<file path="config.mk">
export PLATFORM = sky130hd
export DESIGN_NAME = fft_output_reorder
export DESIGN_NICKNAME = d
export VERILOG_FILES = /design/src/rtl/fft_pkg.sv /design/src/rtl/reorder_mem.sv /design/src/rtl/fft_output_reorder.sv
export SDC_FILE = /design/constraint.sdc
export NUM_CORES = 1
export LEC_CHECK = 0
export CORE_MARGIN = 2
export CORE_UTILIZATION = 35
export DETAILED_ROUTE_END_ITERATION = 16
export SYNTH_ARGS = -nofsm -noshare
export SYNTH_HDL_FRONTEND = slang
export SYNTH_SLANG_ARGS = --single-unit
</file>
<file path="constraint.sdc">
create_clock -name clk -period 9.4 [get_ports clk]
set_clock_uncertainty 0.1 [all_clocks]
set_input_delay 1.88 -clock clk [delete_from_list [all_inputs] [get_ports clk]]
set_output_delay 1.88 -clock clk [all_outputs]
set_load 0.05 [all_outputs]
</file>
<file path="src/rtl/fft_pkg.sv">
// Shared definitions for the FFT back end: default sizes, reorder FSM states
// and a width-generic bit-reverse helper.
package fft_pkg;

  localparam int unsigned DEF_WORDSIZE   = 16;
  localparam int unsigned DEF_NUMSAMPLES = 32;

  typedef enum logic [1:0] {
    IDLE    = 2'b00,
    CAPTURE = 2'b01,
    DRAIN   = 2'b10
  } state_t;

  // Reverse the low nbits of a; upper result bits are zero.
  function automatic logic [31:0] bitrev(input logic [31:0] a, input int unsigned nbits);
    logic [31:0] r;
    r = {<<{a}};
    return r >> (32 - nbits);
  endfunction

endpackage

</file>
<file path="src/rtl/reorder_mem.sv">
// Frame buffer: LANES writes per cycle to bit-reversed slots, one registered read.
module reorder_mem
  import fft_pkg::*;
#(
  parameter  int unsigned WORDSIZE   = DEF_WORDSIZE,
  parameter  int unsigned NUMSAMPLES = DEF_NUMSAMPLES,
  parameter  int unsigned LANES      = 4,
  localparam int unsigned ADDRBITS   = $clog2(NUMSAMPLES),
  localparam int unsigned LANEBITS   = $clog2(LANES),
  localparam int unsigned BEATBITS   = $clog2(NUMSAMPLES / LANES)
) (
  input  logic                clk,
  input  logic                rst,
  input  logic                wr_en,
  input  logic [BEATBITS-1:0] wr_beat,
  input  logic [WORDSIZE-1:0] wr_data [LANES],
  input  logic                rd_en,
  input  logic [ADDRBITS-1:0] rd_addr,
  output logic [WORDSIZE-1:0] rd_data
);

  logic [WORDSIZE-1:0] mem [NUMSAMPLES];
  logic [ADDRBITS-1:0] wr_addr [LANES];

  // Lane j of beat k holds FFT position LANES*k+j; its natural slot is the bit-reverse.
  always_comb begin
    for (int j = 0; j < int'(LANES); j++) begin
      wr_addr[j] = ADDRBITS'(bitrev(32'({wr_beat, LANEBITS'(j)}), ADDRBITS));
    end
  end

  always_ff @(posedge clk) begin
    if (wr_en) begin
      for (int j = 0; j < int'(LANES); j++) begin
        mem[wr_addr[j]] <= wr_data[j];
      end
    end
  end

  always_ff @(posedge clk or posedge rst) begin
    if (rst) begin
      rd_data <= '0;
    end else if (rd_en) begin
      rd_data <= mem[rd_addr];
    end
  end

endmodule

</file>
<file path="src/rtl/fft_output_reorder.sv">
// Captures one bit-reversed 4-lane FFT frame and streams it out in natural
// order over valid/ready; single-frame buffer.
module fft_output_reorder
  import fft_pkg::*;
#(
  parameter  int unsigned WORDSIZE   = DEF_WORDSIZE,
  parameter  int unsigned NUMSAMPLES = DEF_NUMSAMPLES,
  parameter  int unsigned LANES      = 4,
  localparam int unsigned ADDRBITS   = $clog2(NUMSAMPLES)
) (
  input  logic                clk,
  input  logic                rst,
  input  logic                in_valid,
  input  logic [WORDSIZE-1:0] in0,
  input  logic [WORDSIZE-1:0] in1,
  input  logic [WORDSIZE-1:0] in2,
  input  logic [WORDSIZE-1:0] in3,
  output logic                in_ready,
  output logic                out_valid,
  input  logic                out_ready,
  output logic [WORDSIZE-1:0] out_data,
  output logic [ADDRBITS-1:0] out_index,
  output logic                out_last,
  output logic                frame_done,
  output logic                ovf_err
);

  localparam int unsigned NUMBEATS  = NUMSAMPLES / LANES;
  localparam int unsigned BEATBITS  = $clog2(NUMBEATS);
  localparam logic [BEATBITS-1:0] LAST_BEAT = BEATBITS'(NUMBEATS - 1);
  localparam logic [ADDRBITS-1:0] LAST_IDX  = ADDRBITS'(NUMSAMPLES - 1);

  state_t              state, state_next;
  logic [BEATBITS-1:0] beat_cnt, beat_cnt_d;
  logic [ADDRBITS-1:0] rd_cnt, rd_cnt_d, rd_inc, rd_addr;
  logic                wr_en, rd_en, xfer;
  logic                in_ready_d, out_valid_d, out_last_d, frame_done_d, ovf_err_d;
  logic [WORDSIZE-1:0] wr_data [LANES];

  assign wr_data   = '{in0, in1, in2, in3};
  assign rd_inc    = rd_cnt + 1'b1;
  assign xfer      = out_valid & out_ready;
  assign out_index = rd_cnt;

  always_ff @(posedge clk or posedge rst) begin
    if (rst) state <= IDLE;
    else     state <= state_next;
  end

  always_comb begin
    state_next = state;
    case (state)
      IDLE:    if (in_valid) state_next = CAPTURE;
      CAPTURE: if (in_valid && beat_cnt == LAST_BEAT) state_next = DRAIN;
      DRAIN:   if (xfer && out_last) state_next = IDLE;
      default: state_next = IDLE;
    endcase
  end

  // Output/counter decode; DRAIN primes the read register once, then reloads on each transfer.
  always_comb begin
    wr_en        = 1'b0;
    rd_en        = 1'b0;
    rd_addr      = rd_cnt;
    beat_cnt_d   = beat_cnt;
    rd_cnt_d     = rd_cnt;
    out_valid_d  = out_valid;
    out_last_d   = out_last;
    frame_done_d = 1'b0;
    ovf_err_d    = ovf_err | (in_valid & ~in_ready);
    in_ready_d   = (state_next != DRAIN);
    case (state)
      IDLE, CAPTURE: begin
        if (in_valid) begin
          wr_en      = 1'b1;
          beat_cnt_d = (state == CAPTURE && beat_cnt == LAST_BEAT) ? '0 : beat_cnt + 1'b1;
        end
      end
      DRAIN: begin
        if (!out_valid) begin
          rd_en       = 1'b1;
          out_valid_d = 1'b1;
          out_last_d  = (rd_cnt == LAST_IDX);
        end else if (xfer) begin
          if (out_last) begin
            out_valid_d  = 1'b0;
            out_last_d   = 1'b0;
            rd_cnt_d     = '0;
            frame_done_d = 1'b1;
          end else begin
            rd_en      = 1'b1;
            rd_addr    = rd_inc;
            rd_cnt_d   = rd_inc;
            out_last_d = (rd_inc == LAST_IDX);
          end
        end
      end
      default: ;
    endcase
  end

  always_ff @(posedge clk or posedge rst) begin
    if (rst) begin
      beat_cnt   <= '0;
      rd_cnt     <= '0;
      in_ready   <= 1'b1;
      out_valid  <= 1'b0;
      out_last   <= 1'b0;
      frame_done <= 1'b0;
      ovf_err    <= 1'b0;
    end else begin
      beat_cnt   <= beat_cnt_d;
      rd_cnt     <= rd_cnt_d;
      in_ready   <= in_ready_d;
      out_valid  <= out_valid_d;
      out_last   <= out_last_d;
      frame_done <= frame_done_d;
      ovf_err    <= ovf_err_d;
    end
  end

  reorder_mem #(
    .WORDSIZE  (WORDSIZE),
    .NUMSAMPLES(NUMSAMPLES),
    .LANES     (LANES)
  ) u_mem (
    .clk    (clk),
    .rst    (rst),
    .wr_en  (wr_en),
    .wr_beat(beat_cnt),
    .wr_data(wr_data),
    .rd_en  (rd_en),
    .rd_addr(rd_addr),
    .rd_data(out_data)
  );

endmodule
</file>
* Yosys cells after proc, flatten, opt, wreduce, memory -nomap -nowiden *
Memory sizes are Yosys's and may differ from the RTL's. A register that Yosys moved wholly into a read port is not among the register bits.
Index checks and enable logic that the tools add are counted.
Widths: inputs -> output; s select.

storage, ports and cells
  bits in registers = 15
  memory bits (writable) = 512
  bits of input ports = 68
  output and inout port bits = 26
  logic and storage cells = 57
  memories = 1

memories
  memory     words  width  rd ports  clocked after memory_dff  wr ports  RTL line           source
  u_mem.mem  32     16     1         1                         4         reorder_mem.sv:22  logic [WORDSIZE-1:0] mem [NUMSAMPLES];

operators by class
  add/sub/neg operators = 2
  eq/ne operators = 7
  multiplexer cells = 27
  bitwise operators = 4
  reduce and logical (&&, ||, !) cells = 8

operators by type and width
  operator             count
  $mux 5               5
  $mux 1               17
  $eq 5x5->1 const B   2
  $mux 2               3
  $pmux 2 s3           1
  $add 5x1->5 const B  1
  $reduce_and 2->1     2
  $add 3x1->3 const B  1
  $eq 3x3->1 const B   1
  $logic_and 1x1->1    3
  $mux 3               1
  $reduce_and 3->1     1
  $and 1x1->1          2
  $eq 2x1->1 const B   1
  $eq 2x2->1 const B   1
  $logic_not 2->1      1
  $ne 2x1->1 const B   1
  $ne 2x2->1 const B   1
  $reduce_or 2->1      1
  $not 1->1            1
  $or 1x1->1           1

* Depth between registers and ports, before layout *
  depth in word-level cells = 5
  depth in mapped cells = 12
  gate-level depth less buffers = 10

* Cells and area by module *
Synthesis repeated with hierarchy kept, for this count alone.

second synthesis, totals
  cell total of the unflattened synthesis = 1,177
  area total of the unflattened synthesis = 21,343.0 sq um

modules (own cells, without submodules)
  module              instances  cells each  area each (sq um)  seq. area each (sq um)
  reorder_mem         1          1,095       20,479.6           15,775.1
  fft_output_reorder  1          82          863.3              376.6

* Worst setup path after synthesis *
No wires, ideal clock.

  path kind = input to register
  start = in in_valid
  end = mem u_mem.mem[0][0] (netlist name) (enable)
  setup time = 643 ps
  arrival = 8,156 ps
  setup slack = 501 ps
  stages = 3
  cells stage by stage = nand2b_1 > clkbuf_1 > nor4_1

RTL lines
  element             RTL line                  source
  start: declaration  fft_output_reorder.sv:13  input logic in_valid,
  end: declaration    reorder_mem.sv:22

* Final worst setup path *
  start = in out_ready
  end = reg u_mem.rd_data[13], read port of u_mem.mem

between the ends
  word-level cells in the longest chain between the ends = 4
  elaborated cells between the ends (all ways) = 7
  classes of those cells = mux (6); bitwise (1)

RTL lines
  element                                  RTL line                  source
  start: declaration                       fft_output_reorder.sv:20  input logic out_ready,
  $and 1x1->1 *                            fft_output_reorder.sv:42  assign xfer = out_valid & out_ready;
  $mux 5 / $mux 1 (equally long branches)  fft_output_reorder.sv:84  end else if (xfer) begin
  $mux 5 / $mux 1 (equally long branches)  fft_output_reorder.sv:80  if (!out_valid) begin
  $mux 5 / $mux 1 (equally long branches)  fft_output_reorder.sv:72  case (state)
  end: declaration                         reorder_mem.sv:19         output logic [WORDSIZE-1:0] rd_data

Every way passes the cells marked *; elsewhere a longest branch is shown, timed or not.
A chain may end at the register's enable or synchronous reset.

==> flow_summary.rst <==
.. list-table::
   :header-rows: 1

   * - Metric
     - Value
   * - I/O Pins
     - 94
   * - Number of design rule violations left after detail routing
     - 0
   * - Worst hold margin
     - 0.3800 ns
   * - Arrival time of data at the critical path endpoint
     - 5.92 ns
   * - Setup ws final
     - 3.861 ns
   * - Bufs and invs on worst path
     - 2
   * - Cell with the largest stage delay on the worst path
     - sky130_fd_sc_hd__nand2b_1
   * - Detailed Routing Iterations Pass 1
     - 5
   * - Largest stage delay, worst path
     - 0.75 ns
   * - Total nets after synthesis
     - 1518
   * - Yosys warning total
     - 0
   * - Placement Setup Slack
     - 3.214 ns
   * - Setup violators final
     - 0
   * - CTS sink cnt
     - 543
   * - Synth Flop Type
     - sky130_fd_sc_hd__edfxtp_1
   * - Post-cts repair resize count
     - 0
   * - Initial antenna violation count
     - 10
   * - Beginning of the critical path
     - out_ready
   * - Final core utilization
     - 41.08%
   * - Initial core utilization
     - 35.43%
   * - Sequential area share after synthesis
     - 73.73%
   * - Worst Hold Class
     - reg -> reg
   * - Unique masters post-synth
     - 56
   * - Pin count of the biggest net entering global routing
     - 117
   * - Kind of cell adding the most delay to the critical path
     - simple AND/OR/NAND/NOR gates
   * - Number of buffers inserted by port buffering
     - 93
   * - # rows
     - 91
   * - Share of the synthesized area in the top cell type
     - 70.18%
   * - Cell breakdown of the critical path
     - clkdlybuf4s50_1, and4b_1, mux2i_4, buf_4, nand2b_1, a21oi_1, a211oi_1, or4_1, o211a_1
   * - Worst-case reg-to-reg path depth
     - 9
   * - Worst r2r dst
     - u_mem.rd_data[10]
   * - Run status
     - completed
   * - Clock slew seen by the registers of the worst setup and hold paths
     - 0.06 ns
   * - Number of instances in the placed design
     - 2295
   * - Final GP Congestion
     - 0.7951
   * - CP Class
     - in -> reg
   * - # hold bufs at CTS
     - 0
   * - Static leakage
     - 8.155 nW
   * - Die outline height
     - 254.2 um
   * - DP HPWL
     - 31850 um
   * - CTS tree
     - built
   * - Via/cell ratio
     - 5.468
   * - Total count of max-transition violations in the final report
     - 0
   * - Top cells by area, synth
     - sky130_fd_sc_hd__edfxtp_1 70%, sky130_fd_sc_hd__a211oi_1 6.3%, sky130_fd_sc_hd__and3_1 3.7%, sky130_fd_sc_hd__dfrtp_1 3.4%, sky130_fd_sc_hd__nand2_1 2.8%
   * - Synthesis-stage register bit count
     - 543
   * - Critical path launch point type
     - input pin
   * - Slew at the pin closest to its max-slew limit
     - 1.165 ns
   * - Setup total negative slack
     - 0 ns
   * - Final non-filler cell area
     - 25400 sq um
   * - Number of enable flip-flop cells after synthesis
     - 512
   * - Leading area contributor after synthesis
     - sky130_fd_sc_hd__edfxtp_1
   * - Number of nets in the layout
     - 1589
   * - Slew Limit Headroom
     - 22.33%
   * - Total congestion overflow
     - 0
   * - Worst R2R Start
     - out_index[0]
   * - Post-synth design cell area
     - 21910 sq um
   * - Horizontal extent of the die
     - 254.2 um
   * - Peak ir drop on the vdd network
     - 141.3 uV
   * - Max-cap viol count
     - 0
   * - Overall power after layout
     - 5.904 mW
   * - Final hold viol count
     - 0
   * - Filler Cell Count
     - 5570
   * - Number of nets with antenna violations after detailed routing
     - 0
   * - Core box area
     - 61830 sq um
   * - Aggregate global-route resource usage
     - 17.70%
   * - Avg Inst Size Synth
     - 15.17 sq um
   * - Share of synthesized registers carrying an async set or reset
     - 5.709%
   * - Clock buffer count from CTS
     - 55
   * - CTS HTree Levels
     - 2
   * - Floorplan die area
     - 64610 sq um
   * - Clock latency of the later-clocked register in the worst-skew pair
     - 0.60 ns
   * - Crit path max fanout
     - 51
   * - Layout cell share with drive strength beyond 1
     - 9.254%
   * - Ratio of final minimum period to clock period
     - 58.92%
   * - DR vias
     - 13100
   * - Final critical path time including I/O delays and setup
     - 5.539 ns
   * - Number of global-route vias before repair
     - 12810
   * - Power density of the placed cells
     - 232.4 nW/um^2
   * - Startpoint of the most critical hold path
     - ovf_err
   * - Clock tree root buffer cell
     - sky130_fd_sc_hd__clkbuf_16
   * - Detailed-route wire length per cell
     - 23.99 um
   * - Post-place instance area
     - 23710 sq um
   * - Global-route wire length before repair
     - 84770 um
   * - Setup repair after global routing missed its margin
     - no
   * - Flop2flop setup slack
     - 5.19 ns
   * - Worst EP required
     - 9.78 ns
   * - Post-Layout Cell Count
     - 2395
   * - Endpoint with the worst hold slack
     - ovf_err
   * - Wire length after detailed routing
     - 57460 um
   * - Highest clock rate
     - 0.1805 GHz
   * - Layout overhead on the synthesized area
     - 15.94%
   * - Cell depth of the worst min-delay path
     - 1
   * - Detailed Route Iter0 Violations
     - 1219
   * - Number of buffers on the longest clock path
     - 3
   * - Endpoint class of the critical path
     - register
   * - Synth Instances
     - 1444
   * - Post-CTS setup buffer count
     - 0
sequential cells by signal, summed over array words and instances (netlist names), 2 cells and up:
register and cells:
u_mem.mem 512, u_mem.rd_data 16, out_index 5, beat_cnt 3, state 2
cells by family after synthesis:
logic type	synth area share, %
AOI/OAI and AO/OA	12.07
xor gates and xnor gates	0.07997
adders and majority gates	0.3427
buffers and inverters	2.490
DFF	73.73
muxes	2.336
and+or+nand+nor	8.950
Yosys cell counts (3+ instances only):
master and count:
sky130_fd_sc_hd__a21boi_0 3, sky130_fd_sc_hd__nor4_1 5, sky130_fd_sc_hd__o22ai_1 3, sky130_fd_sc_hd__nor2b_1 4, sky130_fd_sc_hd__nor3_1 13, sky130_fd_sc_hd__o31ai_1 4, sky130_fd_sc_hd__edfxtp_1 512, sky130_fd_sc_hd__a31o_1 20
sky130_fd_sc_hd__a31o_2 6, sky130_fd_sc_hd__buf_1 4, sky130_fd_sc_hd__nand2_1 164, sky130_fd_sc_hd__inv_1 8, sky130_fd_sc_hd__nand3_1 7, sky130_fd_sc_hd__mux2i_1 50, sky130_fd_sc_hd__and3_1 131, sky130_fd_sc_hd__o22a_1 14
sky130_fd_sc_hd__buf_2 34, sky130_fd_sc_hd__buf_6 6, sky130_fd_sc_hd__nor2_1 21, sky130_fd_sc_hd__a211oi_1 184, sky130_fd_sc_hd__or4_1 14, sky130_fd_sc_hd__nand2b_1 12, sky130_fd_sc_hd__a221oi_1 14, sky130_fd_sc_hd__clkbuf_1 62
sky130_fd_sc_hd__a21oi_1 18, sky130_fd_sc_hd__a31oi_1 28, sky130_fd_sc_hd__ha_1 6, sky130_fd_sc_hd__a311oi_1 8, sky130_fd_sc_hd__o211a_1 13, sky130_fd_sc_hd__dfrtp_1 30, sky130_fd_sc_hd__buf_4 4, sky130_fd_sc_hd__o21ai_0 5
sky130_fd_sc_hd__a211oi_2 7
layer usage:
| metal | part of all wire [%] | track usage, % |
|---|---|---|
| met1 | 43 | 24.36 |
| met2 | 46 | 27.94 |
| met3 | 7.8 | 4.174 |
| met4 | 2.5 | 5.345 |
| met5 | 0.19 | 0 |
cells in the final DEF (no fill, tap or decap), drive strengths merged, types with 28 or more instances in the layout:
master / instances
clkdlybuf4s50: 93
nand2: 167
mux2i: 50
dfrtp: 30
a31oi: 28
edfxtp: 512
clkbuf: 79
a211oi: 191
and3: 131
buf: 31
power by group:
group	switching (mW)	leakage, nW	internal [mW]
registers	0.0928	4.99	2.98
clock network	0.884	0.822	1.18
logic	0.540	2.34	0.226
total	1.52	8.16	4.39
worst max path at each step:
stage                                   end  slack [ns]  cells after the start
final                     u_mem.rd_data[13]        3.86                      9
after global routing      u_mem.rd_data[10]        3.66                      9
after CTS                 u_mem.rd_data[10]        3.85                      9
after detailed placement  u_mem.rd_data[10]        3.21                      9
after global placement    u_mem.rd_data[10]        3.28                      9
after floorplan             u_mem.mem[0][0]        0.50                      3
worst reg2reg max path: stages (launching register included):
cell and delay (ns):
sky130_fd_sc_hd__dfrtp_1 0.45, sky130_fd_sc_hd__inv_1 0.16, sky130_fd_sc_hd__ha_1 0.31, sky130_fd_sc_hd__or3_2 0.55, sky130_fd_sc_hd__nand2_8 0.58, sky130_fd_sc_hd__buf_4 0.74, sky130_fd_sc_hd__mux2i_1 0.26, sky130_fd_sc_hd__a211oi_1 0.09
sky130_fd_sc_hd__or4_1 0.68, sky130_fd_sc_hd__o211a_1 0.16
cell type report:
cell class	count	area [sq um]	area share [%]
diodes	2	5.005	0.01970
clock inverters	19	146.4	0.5764
inverters	8	30.03	0.1182
repair buffers	124	1164	4.581
multi-input cells	783	5319	20.94
clock buffers	79	1536	6.049
well taps	837	1047	4.123
flip-flops and latches	543	16150	63.59
(Power assumes the default switching activity.)
==> variant (same settings) <==
Re-encode `state_t` (3 states) as one-hot, 3 bits wide.
--- a/src/rtl/fft_pkg.sv
+++ b/src/rtl/fft_pkg.sv
@@ -5,10 +5,10 @@
   localparam int unsigned DEF_WORDSIZE   = 16;
   localparam int unsigned DEF_NUMSAMPLES = 32;
 
-  typedef enum logic [1:0] {
-    IDLE    = 2'b00,
-    CAPTURE = 2'b01,
-    DRAIN   = 2'b10
+  typedef enum logic [2:0] {
+    IDLE    = 3'b001,
+    CAPTURE = 3'b010,
+    DRAIN   = 3'b100
   } state_t;
 
   // Reverse the low nbits of a; upper result bits are zero.
Behaviour: same outputs for any inputs over 4 cycles, from zero or initial values and one cycle with rst high; so few cycles prove little.
==> variant against the original RTL <==
Register-to-register slack hardly changed; total power is 6.2% lower; sequential cell count is 1 higher; critical path type unchanged; sequential power is 3% lower; area after synthesis is 1.7% lower; sequential share of layout area is 1.2 points higher; critical path depth is 1 higher; setup slack better by 0.27 ns; cell area is 1.8% lower; routed wire length is 7.6% lower; highest routed layer unchanged.
==> variant: results (changes against the original RTL) <==
stage,metric,value,unit,change
status,status,"finished, final reports clean",,unchanged
clock_tree,TritonCTS Sinks,544,,was 543
critical_path,crit path DAT,5.62,ns,was 5.92 ns
global_routing,largest net degree at the start of global routing,95,,was 117
final_layout,Layout clock area frac,6.82,%,was 6.63%
detailed_routing,DR WL met3,3320,um,was 4480 um
clock_tree,TritonCTS Buffers,52,,was 55
sta,slew margin rel.,29.0,%,was 22.3%
global_routing,met3 Resource Use GR,3.48,%,was 4.17%
power,P_seq,2.98,mW,was 3.07 mW
placement,Placed Area,23200,sq um,"was 23,700 sq um"
final_layout,clock buffers,67,,was 79
final_layout,area grow syn2layout,15.8,%,was 15.9%
yosys,"top cells by count, synth","edfxtp_1, nand2_1, and3_1",,"was edfxtp_1, a211oi_1, nand2_1"
global_routing,met1 usage,22.0,%,was 24.4%
global_routing,vias in the first global route,12643,,was 12.8k
yosys,asr flop ratio synth,5.88,%,was 5.71%
yosys,top post-synthesis cells by area,"edfxtp_1, mux2i_1, dfrtp_1, nand2_1, a211oi_1",,"was edfxtp_1, a211oi_1, and3_1, dfrtp_1, nand2_1"
placement,DP HPWL,29300,um,"was 31,900 um"
placement,Placed Cells incl. Taps,2201,,"was 2,295"
placement,Setup WS pre-CTS,3.61,ns,was 3.21 ns
power,Sw Ratio,22.8,%,was 25.7%
final_layout,sequential cell area share,64.8,%,was 63.6%
yosys,"Seq/Total Area, Yosys",75.1,%,was 73.7%
detailed_routing,detailed-route vias per instance,5.46,,was 5.47
yosys,Post-Synthesis Cells,1390,,"was 1,444"
power,Leak,8.24,nW,was 8.16 nW
detailed_routing,DRT iter0 DRCs,1101,,"was 1,219"
variant: cell count changes after synthesis, sizes merged, moves of 27 or more:
| cell | delta |
|---|---|
| a32oi | +57 |
| nand3 | +45 |
| a31oi | -27 |
| and3 | -36 |
| mux2i | +28 |
| nand4 | +34 |
| a211oi | -101 |
| o21ai | +47 |
variant: path summary, 6_finish.rpt:
check	depth (start not counted)	endpoint	startpoint
max	10	u_mem.rd_data[7]	out_ready
min	1	ovf_err	ovf_err
max reg2reg	9	u_mem.rd_data[7]	state[2]
min reg2reg	1	ovf_err	ovf_err
max in group asynchronous	3	u_mem.rd_data[2]	rst
min in group asynchronous	3	beat_cnt[0]	rst
variant: logic make-up after synthesis:
group,Yosys count,share of synthesized area [%]
AOI/OAI and AO/OA,245,8.53
xor gates and xnor gates,1,0.0407
adders and majority gates,6,0.348
buffers and inverters,98,2.38
DFF,544,75.1
muxes,83,4.04
and+or+nand+nor,413,9.57
